--- src/rtl/zad4_pkg.sv ---
// Shared definitions for the zad4 registered adder: default width and the
// packed flag bundle passed from the combinational core to the output register.
package zad4_pkg;

  localparam int ZAD4_DEF_WIDTH = 4;

  typedef struct packed {
    logic carry;  // carry-out of the unsigned sum
    logic ovf;    // two's-complement overflow of the wrapped sum
    logic zero;   // final result is all zeros
  } zad4_flags_t;

endpackage : zad4_pkg

--- src/rtl/zad4_add_core.sv ---
// Combinational heart of zad4_adder: full-width sum, optional saturation and
// flag generation. Saturation is enabled by defining ZAD4_SATURATE_EN.
module zad4_add_core
  import zad4_pkg::*;
#(
  parameter int WIDTH = ZAD4_DEF_WIDTH
) (
  input  logic [WIDTH-1:0] a,
  input  logic [WIDTH-1:0] b,
  output logic [WIDTH-1:0] o,
  output zad4_flags_t      flags
);

  logic [WIDTH:0]   sum;
  logic [WIDTH-1:0] o_wrapped;

  // Sum, optional clamp and flags; overflow always looks at the wrapped sum.
  always_comb begin
    // NOTE: every output gets a default first so no path can infer a latch.
    o           = '0;
    flags       = '0;
    sum         = {1'b0, a} + {1'b0, b};
    o_wrapped   = sum[WIDTH-1:0];
    flags.carry = sum[WIDTH];
    flags.ovf   = (a[WIDTH-1] == b[WIDTH-1]) && (o_wrapped[WIDTH-1] != a[WIDTH-1]);
`ifdef ZAD4_SATURATE_EN
    o = flags.carry ? {WIDTH{1'b1}} : o_wrapped;
`else
    o = o_wrapped;
`endif
    flags.zero = (o == '0);
  end

endmodule : zad4_add_core

--- src/rtl/zad4_adder.sv ---
// Registered unsigned adder with carry/overflow/zero flags and a one-cycle
// valid pipeline. Define ZAD4_SATURATE_EN to clamp the result on carry-out.
module zad4_adder
  import zad4_pkg::*;
#(
  parameter int WIDTH = ZAD4_DEF_WIDTH
) (
  input  logic             clk,
  input  logic             rst,
  input  logic             in_valid,
  input  logic [WIDTH-1:0] a,
  input  logic [WIDTH-1:0] b,
  output logic [WIDTH-1:0] o,
  output logic             carry,
  output logic             ovf,
  output logic             zero,
  output logic             out_valid
);

  logic [WIDTH-1:0] o_next;
  zad4_flags_t      flags_next;
  zad4_flags_t      flags_q;

  zad4_add_core #(.WIDTH(WIDTH)) u_core (
    .a     (a),
    .b     (b),
    .o     (o_next),
    .flags (flags_next)
  );

  // Capture result and flags on each accepted pair; hold otherwise.
  always_ff @(posedge clk or posedge rst) begin
    if (rst) begin
      // NOTE: non-blocking assignments keep register updates order-independent.
      o       <= '0;
      flags_q <= '{carry: 1'b0, ovf: 1'b0, zero: 1'b1};
    end else if (in_valid) begin
      o       <= o_next;
      flags_q <= flags_next;
    end
  end

  // Single-cycle valid strobe following every accepted pair.
  always_ff @(posedge clk or posedge rst) begin
    if (rst) out_valid <= 1'b0;
    else     out_valid <= in_valid;
  end

  assign carry = flags_q.carry;
  assign ovf   = flags_q.ovf;
  assign zero  = flags_q.zero;

endmodule : zad4_adder

--- config.mk ---
export PLATFORM = sky130hd
export DESIGN_NAME = zad4_adder
export DESIGN_NICKNAME = d
export VERILOG_FILES = /design/src/rtl/zad4_pkg.sv /design/src/rtl/zad4_add_core.sv /design/src/rtl/zad4_adder.sv
export SDC_FILE = /design/constraint.sdc
export NUM_CORES = 1
export LEC_CHECK = 0
export CORE_AREA = 2 2 39 41
export CTS_CLUSTER_SIZE = 10
export DETAILED_ROUTE_END_ITERATION = 12
export DIE_AREA = 0 0 41 43
export PLACE_DENSITY = 0.68
export REMOVE_ABC_BUFFERS = 1
export SYNTH_ARGS = -nofsm -noshare
export SYNTH_HDL_FRONTEND = slang
export SYNTH_SLANG_ARGS = --single-unit
--- constraint.sdc ---
create_clock -name clk -period 0.9 [get_ports clk]
set_clock_uncertainty 0.1 [all_clocks]
set_input_delay 0.135 -clock clk [delete_from_list [all_inputs] [get_ports clk]]
set_output_delay 0.135 -clock clk [all_outputs]
set_load 0.005 [all_outputs]
==> results of run 1 <==
-- kinds of logic after synthesis --
| group | synth area share |
|---|---|
| adders and majority gates | 0.154 |
| AOI/OAI and AO/OA | 0.168 |
| DFF | 0.442 |
| buffers and inverters | 0.0275 |
| muxes | 0.0494 |
| xor gates and xnor gates | 0.0192 |
| and+or+nand+nor | 0.140 |
-- worst max path at each step --
stage / start / end / slack (ns) / depth (start not counted)
floorplan: a[2] / ovf$_DFFE_PP0P_ / -0.54 / 4
global placement: a[0] / zero$_DFFE_PP1P_ / -0.98 / 6
detailed placement: a[2] / ovf$_DFFE_PP0P_ / -0.99 / 5
CTS: b[0] / zero$_DFFE_PP1P_ / -0.28 / 6
global route: b[1] / ovf$_DFFE_PP0P_ / -0.28 / 5
finish: b[1] / ovf$_DFFE_PP0P_ / -0.26 / 5
-- routing by layer --
metal | up-vias | GRT usage | routed length [um]
met1 | 218 | 0.203 | 508
met3 | 0 | 0.0942 | 77
li1 | 223 | - | -
met5 | - | 0 | 0
met4 | 0 | 0.0200 | 0
met2 | 15 | 0.231 | 554
-- critical path: stages --
cell    delay, ns
buf_8        0.10
ha_4         0.22
and3_4       0.17
or3_1        0.35
a32o_1       0.22
-- cell type report --
type                            instances  area share
Tap cell                               16      0.0228
Inverter                                2     0.00853
Sequential cell                         8       0.229
Timing Repair Buffer                   33       0.307
Clock buffer                            4      0.0299
Multi-Input combinational cell         31       0.403
-- power by group --
| group | total (W) | leakage (nW) | internal (W) | switching, W |
|---|---|---|---|---|
| sequential | 0.000433 | 0.0932 | 0.000411 | 0.0000215 |
| combinational | 0.000468 | 0.296 | 0.000291 | 0.000178 |
| clock | 0.000292 | 0.0150 | 0.000170 | 0.000123 |
-- per-stage QoR --
step / util / setup TNS, ns / setup WS [ns] / cells / cell area, sq um
2_1_floorplan: - / -2.43 / -0.538 / 41 / 450
3_3_place_gp: 0.524 / -7.77 / -0.985 / 85 / 726
3_5_place_dp: 0.524 / -7.95 / -0.993 / 85 / 726
4_1_cts: 0.602 / -2.08 / -0.282 / 92 / 833
5_1_grt: 0.636 / -2.46 / -0.284 / 94 / 880
6_report: 0.636 / -1.95 / -0.260 / 94 / 880
-- what timing repair did --
item	in CTS	in global routing
pin swaps	19	9
gates resized for setup	85	5
setup buffers	4	2
endpoints found under the setup margin	15	14
-- registers in the layout (all words and copies together) (netlist names) --
signal     cells
o              4
zero           1
carry          1
ovf            1
out_valid      1
-- synth_stat cells --
cell type / n / share of area
a21o_2: 1 / 0.019
dfrtp_1: 7 / 0.38
mux2_2: 2 / 0.049
o211ai_1: 1 / 0.016
nor2b_1: 1 / 0.014
or2_2: 1 / 0.014
or3_1: 1 / 0.014
dfstp_2: 1 / 0.058
ha_1: 4 / 0.11
a21oi_1: 3 / 0.033
fa_1: 1 / 0.044
a21o_1: 1 / 0.016
nor2_1: 3 / 0.025
xnor2_1: 1 / 0.019
o311ai_0: 1 / 0.019
buf_2: 1 / 0.011
and2_1: 1 / 0.014
a32o_1: 1 / 0.022
nand3_1: 1 / 0.011
and3_4: 1 / 0.025
o2111ai_1: 1 / 0.019
o21ai_0: 2 / 0.022
nand2_1: 3 / 0.025
inv_1: 2 / 0.016
==> metrics, run 1 <==
critical path class in2reg; worst skew pair latency 0.25 ns; final hold viol count 0; Die ar. 1760 sq um; Reg-to-Reg End ovf$_DFFE_PP0P_; failing checks setup timing; GP Congestion 0.714; CTS sink cnt 8; initial core utilization 0.329; vias per inst 4.85; die width 41 um; worst reg2reg path depth 3; IO buf count 18; CTS root buf clkbuf_4; Tcrit/Tclk final 1.29; Final ANT Viol Nets 0; 1st-iter DRT viols 5; DRC Markers 0; largest net degree at the start of global routing 10; placed wire-length estimate 774 um; commonest non-fill, non-tap cell in the layout buf_4; Arrival @ worst endpoint 1.20 ns; clk slew on worst S/H paths 0.06 ns; Multi-input gate area 354 sq um; Peak VDD IR 0.920 mV; Pre-antenna DRT Iters 3; most frequent cells in the layout buf_4 (13), buf_2 (8), dfrtp_1 (7), buf_6 (7), ha_4 (4); Leak 0.405 nW; worst-path fanout max 3; Slew @ Worst Pin 0.317 ns; pwr dens 1360 nW/um^2; Power Total 0.00119 W; worst r2r src ovf$_DFFE_PP0P_; Cell variety after synth 24; FF+latch count, synth 8; chip height 43 um; YS warnings 0; H-tree Lvls 1; Max-Cap Viols 0; flop-to-flop setup slack -0.10 ns; post-route minimum period 1.16 ns; grt ovf 0; post-synthesis cell count 42; Total Nets Final 95; final number of max-transition violations 0; row cnt 14; DR WL/cell 12.1 um; Tot GR Track Use 0.158; Ant. Diodes 0; maximum clock path buffer count 2; setup ws final -0.260 ns; Startpoint Class primary input; Reg area 201 sq um; required time worst endpoint 0.94 ns; initial antenna violation count 0; RSZ-0062 raised after global routing yes; Routed Wire Length 1140 um; Peak Freq 862 MHz; total CTS buffers 3; HP Class in2async; run status finished with violations; worst relative slew slack 0.788; core region area 1380 sq um; share of layout cells above drive strength 1 0.679; CTS Hold Bufs 0; TritonCTS clock tree built; Worst Setup End Kind register; final setup fails 14; Post-Syn Area 455 sq um; Area Overhead vs Synth 93.1%; DR vias 456; worst hold slack 0.0353 ns; vias in the first global route 448; Layout fillers 118; syn_area_per_cell 10.8 sq um; first-pass GRT wire length 1850 um; I/O Pins 19; post-synthesis sequential area ratio 0.442
Note: power is estimated with default switching activity, not from simulation.
==> run 2: changes to the inputs <==
--- a/config.mk
+++ b/config.mk
@@ -10,6 +10,7 @@
 export DETAILED_ROUTE_END_ITERATION = 12
 export DIE_AREA = 0 0 41 43
 export PLACE_DENSITY = 0.68
+export RECOVER_POWER = 100
 export REMOVE_ABC_BUFFERS = 1
 export SYNTH_ARGS = -nofsm -noshare
 export SYNTH_HDL_FRONTEND = slang
==> metrics, run 2 (same netlist as run 1, synthesis figures left out) <==
Hold Path Sink o[0]$_DFFE_PP0P_; pwr dens 1360 nW/um^2 (about the same); Tcrit/Tclk final 1.29 (unchanged); total CTS buffers 3 (unchanged); 1st-iter DRT viols 5 (unchanged); IO buf count 18 (unchanged); vias per inst 4.85 (unchanged); worst reg2reg path depth 3 (unchanged); H-tree Lvls 1 (unchanged); hold path depth 3; vias in the first global route 448 (unchanged); failing checks setup timing (unchanged); first-pass GRT wire length 1850 um (unchanged); Startpoint Class primary input (unchanged); clk slew on worst S/H paths 0.06 ns (about the same); largest net degree at the start of global routing 10 (unchanged); final setup fails 14 (unchanged); Post-DP Area 726 sq um (unchanged); Ant. Diodes 0 (unchanged); logic gate share of total power 0.392 (about the same); Peak VDD IR 0.919 mV (was 0.920 mV); Sw Pwr 0.000322 W (about the same); flop-to-flop setup slack -0.10 ns (about the same); Total Nets Final 95 (unchanged); Area Overhead vs Synth 93.1% (unchanged); DRC Markers 0 (unchanged); top sig layer met3 (unchanged); Sequential Power Share 0.363 (about the same); Max-Cap Viols 0 (unchanged); commonest non-fill, non-tap cell in the layout buf_4 (unchanged); die width 41 um (unchanged); Reg area 201 sq um (unchanged); worst hold slack 0.140 ns (was 0.0353 ns); HP Start b[0]; Layout fillers 118 (unchanged); Arrival @ worst endpoint 1.20 ns (about the same); Internal Dissipation 0.000871 W (about the same); critical path class in2reg (unchanged); met2 WL 554 um (unchanged); Slew @ Worst Pin 0.317 ns (about the same); Tot GR Track Use 0.158 (unchanged); maximum clock path buffer count 2 (unchanged); worst r2r src ovf$_DFFE_PP0P_ (unchanged); worst-path fanout max 3 (unchanged); worst skew pair latency 0.25 ns (about the same); Leak 0.405 nW (about the same); worst relative slew slack 0.788 (about the same); DRT met1 WL 508 um (unchanged); placed wire-length estimate 774 um (unchanged); core region area 1380 sq um (unchanged); Worst Setup End Kind register (unchanged); Most flops, register o (unchanged); post-route minimum period 1.16 ns (unchanged); wire length on met3 77 um (unchanged); final hold viol count 0 (unchanged); Multi-input gate area 354 sq um (unchanged); initial core utilization 0.329 (unchanged); CTS root buf clkbuf_4 (unchanged); HP Class in2reg (was in2async); switching fraction of total power 0.270 (about the same); GP Congestion 0.714 (unchanged); CTS sink cnt 8 (unchanged); Place WS -0.993 ns (unchanged); run status finished with violations (unchanged); DR WL/cell 12.1 um (about the same); Design Area, Final 880 sq um (unchanged); TritonCTS clock tree built (unchanged); row cnt 14 (unchanged); Util after Layout 0.636 (unchanged); Peak Freq 862 MHz (unchanged); CTS Hold Bufs 0 (unchanged); Clk network pwr share 0.245 (about the same); share of layout cells above drive strength 1 0.679 (unchanged); Pre-antenna DRT Iters 3 (unchanged); Largest register FFs 4 (unchanged); grt ovf 0 (unchanged); chip height 43 um (unchanged); Final ANT Viol Nets 0 (unchanged); DR vias 456 (unchanged); final number of max-transition violations 0 (unchanged); Die ar. 1760 sq um (unchanged); RSZ-0062 raised after global routing yes (unchanged); I/O Pins 19 (unchanged); initial antenna violation count 0 (unchanged); Routed Wire Length 1140 um (about the same); Reg-to-Reg End ovf$_DFFE_PP0P_ (unchanged); most frequent cells in the layout buf_4 (13), buf_2 (8), dfrtp_1 (7), buf_6 (7), ha_4 (4) (unchanged); setup ws final -0.260 ns (unchanged); required time worst endpoint 0.94 ns (about the same)
-- run 2: cell types whose count changed in the layout (fill, tap and decap cells not counted), sizes merged --
cell           previous run  this run
clkdlybuf4s50             1         0
dlygate4sd3               0         1
-- run 2: layout make-up --
type / count / share of cell area
well taps: 16 / 0.0228
clock buffers: 4 / 0.0299
inverters: 2 / 0.00853
flip-flops and latches: 8 / 0.229
multi-input cells: 31 / 0.403
repair buffers: 33 / 0.307
-- run 2: worst max path at each step --
| stage | start | endpoint | slack, ns | cells after the start |
|---|---|---|---|---|
| floorplan | a[2] | ovf$_DFFE_PP0P_ | -0.54 | 4 |
| global placement | a[0] | zero$_DFFE_PP1P_ | -0.98 | 6 |
| detailed placement | a[2] | ovf$_DFFE_PP0P_ | -0.99 | 5 |
| CTS | b[0] | zero$_DFFE_PP1P_ | -0.28 | 6 |
| global route | b[1] | ovf$_DFFE_PP0P_ | -0.28 | 5 |
| finish | b[1] | ovf$_DFFE_PP0P_ | -0.26 | 5 |
-- run 2: power by group through the flow --
stage	sequential [W]	combinational, W	clock [W]
after floorplan	0.000445	0.000124	0
after global placement	0.000440	0.000366	0
after detailed placement	0.000441	0.000368	0
after CTS	0.000432	0.000418	0.000307
after global routing	0.000441	0.000514	0.000342
final	0.000433	0.000467	0.000292
-- run 2: what timing repair did --
item                                   CTS  global route
endpoints found under the hold margin    0             0
setup endpoints to repair               15            14
pin swaps                               19             9
cloned                                   0             0
resized for setup                       85             5
setup buffers                            4             2
-- run 2: critical path: stages --
cell    delay, ns
buf_8        0.10
ha_4         0.22
and3_4       0.17
or3_1        0.35
a32o_1       0.22
-- run 2: metrics by stage --
step | std cells | TNS [ns] | total power [W]
CTS | 92 | -2.08 | 0.00116
floorplan | 41 | -2.43 | 0.000569
global placement | 85 | -7.77 | 0.000806
finish | 94 | -1.95 | 0.00119
global route | 94 | -2.46 | 0.00130
detailed placement | 85 | -7.95 | 0.000809
-- run 2: layer usage --
layer  track usage  vias up
met5             0        -
met4        0.0200        0
met3        0.0942        0
met2         0.231       15
met1         0.203      218
li1              -      223
==> run 3: changes to the inputs <==
--- a/config.mk
+++ b/config.mk
@@ -6,6 +6,7 @@
 export NUM_CORES = 1
 export LEC_CHECK = 0
 export CORE_AREA = 2 2 39 41
+export CTS_BUF_LIST = sky130_fd_sc_hd__clkbuf_8
 export CTS_CLUSTER_SIZE = 10
 export DETAILED_ROUTE_END_ITERATION = 12
 export DIE_AREA = 0 0 41 43
==> metrics, run 3 (same netlist as run 1, synthesis figures left out) <==
Critical Path Start a[0] (was b[1]); Max-Cap Viols 0 (unchanged); DR WL/cell 12.2 um (was 12.1 um); Place WS -0.993 ns (unchanged); DRC Markers 0 (unchanged); final setup fails 15 (was 14); met2 WL 574 um (was 554 um); required time worst endpoint 0.90 ns (was 0.94 ns); Pre-antenna DRT Iters 3 (unchanged); total CTS buffers 3 (unchanged); failing checks setup timing (unchanged); HP Class in2reg (unchanged); DR vias 456 (unchanged); Worst Setup End Kind register (unchanged); Die ar. 1760 sq um (unchanged); core region area 1380 sq um (unchanged); worst skew pair latency 0.22 ns (was 0.25 ns); vias in the first global route 471 (was 448); placed wire-length estimate 774 um (unchanged); first-pass GRT wire length 1940 um (was 1850 um); die width 41 um (unchanged); Crit path max-delay family adder cells (was simple AND/OR/NAND/NOR gates); Leak 0.411 nW (was 0.405 nW); Tot GR Track Use 0.165 (was 0.158); Tcrit/Tclk final 1.31 (was 1.29); Arrival @ worst endpoint 1.18 ns (was 1.20 ns); critical path class in2reg (unchanged); initial antenna violation count 0 (unchanged); Area Overhead vs Synth 93.4% (was 93.1%); HP Start b[0] (unchanged); H-tree Lvls 1 (unchanged); setup ws final -0.276 ns (was -0.260 ns); Peak Freq 850 MHz (was 862 MHz); post-route minimum period 1.18 ns (was 1.16 ns); Slowest cell on crit path fa_2 (was or3_1); worst relative slew slack 0.743 (was 0.788); Design Area, Final 881 sq um (was 880 sq um); 1st-iter DRT viols 5 (unchanged); run status finished with violations (unchanged); flop-to-flop setup slack -0.12 ns (was -0.10 ns); Startpoint Class primary input (unchanged); clk slew on worst S/H paths 0.04 ns (was 0.06 ns); Total Nets Final 95 (unchanged); Util after Layout 0.637 (was 0.636); worst-path fanout max 2 (was 3); vias per inst 4.85 (unchanged); Slew @ Worst Pin 0.386 ns (was 0.317 ns); DRT met1 WL 470 um (was 508 um); Slowest Stage Delay on Critical Path 0.39 ns (was 0.35 ns); Final ANT Viol Nets 0 (unchanged); Peak VDD IR 1.05 mV (was 0.919 mV); RSZ-0062 raised after global routing yes (unchanged); crit path buf inv count 1 (unchanged); grt ovf 0 (unchanged); Largest register FFs 4 (unchanged); final hold viol count 0 (unchanged); I/O Pins 19 (unchanged); initial core utilization 0.329 (unchanged); chip height 43 um (unchanged); TritonCTS clock tree built (unchanged); CTS sink cnt 8 (unchanged); Most flops, register o (unchanged); Post-DP Area 726 sq um (unchanged); most frequent cells in the layout buf_4 (15), buf_2 (8), dfrtp_1 (7) (was buf_4 (13), buf_2 (8), dfrtp_1 (7), buf_6 (7), ha_4 (4)); final number of max-transition violations 0 (unchanged); top sig layer met3 (unchanged); worst r2r src o[3]$_DFFE_PP0P_ (was ovf$_DFFE_PP0P_); Routed Wire Length 1140 um (about the same); maximum clock path buffer count 2 (unchanged); Ant. Diodes 0 (unchanged); crit-path cells buf_6 > ha_4 > fa_2 > a21o_2 > a21oi_2 > a21oi_1 (was buf_8 > ha_4 > and3_4 > or3_1 > a32o_1); wire length on met3 97 um (was 77 um); commonest non-fill, non-tap cell in the layout buf_4 (unchanged); largest net degree at the start of global routing 10 (unchanged); pwr dens 1500 nW/um^2 (was 1360 nW/um^2); row cnt 14 (unchanged); IO buf count 18 (unchanged); GP Congestion 0.714 (unchanged); CTS root buf clkbuf_8 (was clkbuf_4); share of layout cells above drive strength 1 0.654 (was 0.679); total negative slack -1.89 ns (was -1.95 ns)
==> run 3: routing by layer <==
layer | track usage | vias to the layer above
li1 | - | 224
met5 | 0 | -
met1 | 0.203 | 216
met3 | 0.0942 | 0
met4 | 0.0200 | 0
met2 | 0.253 | 16
==> run 3: metrics by stage <==
stage | hold slack, ns | power, W | cells
global placement | 0.303 | 0.000806 | 85
CTS | 0.0771 | 0.00131 | 94
global route | 0.176 | 0.00143 | 94
finish | 0.166 | 0.00133 | 94
floorplan | -0.150 | 0.000569 | 41
detailed placement | 0.318 | 0.000809 | 85
==> run 3: worst paths after layout <==
| check | endpoint | cells after the start |
|---|---|---|
| min | o[0]$_DFFE_PP0P_ | 3 |
| max reg2reg | o[3]$_DFFE_PP0P_ | 4 |
| max | carry$_DFFE_PP0P_ | 6 |
| min reg2reg | o[0]$_DFFE_PP0P_ | 1 |
| max in group asynchronous | zero$_DFFE_PP1P_ | 2 |
| min in group asynchronous | carry$_DFFE_PP0P_ | 2 |
==> run 3: where the power goes <==
group | internal [W] | switching [W] | leakage [nW]
combinational | 0.000280 | 0.000172 | 0.291
clock | 0.000296 | 0.000143 | 0.0269
sequential | 0.000413 | 0.0000221 | 0.0932
total | 0.000988 | 0.000338 | 0.411
==> run 3: cell type report <==
class,instances,area (sq um)
clock buffers,3,41.3
clock inverters,1,3.75
fillers,119,503
inverters,2,7.51
multi-input cells,31,352
flip-flops and latches,8,201
well taps,16,20.0
repair buffers,33,255
==> run 3: repair_timing <==
action | in CTS | in global routing
gates cloned | 0 | 0
setup buffers | 5 | 0
setup endpoints to repair | 15 | 14
gates resized for setup | 83 | 5
hold buffers | 0 | 0
pin swaps | 18 | 6
==> run 3: worst register-to-register path, cell delays in order, from the launching register on <==
cell and delay [ns]:
dfrtp_1 0.37, buf_4 0.13, buf_4 0.12, nand2_1 0.07, o311ai_2 0.10
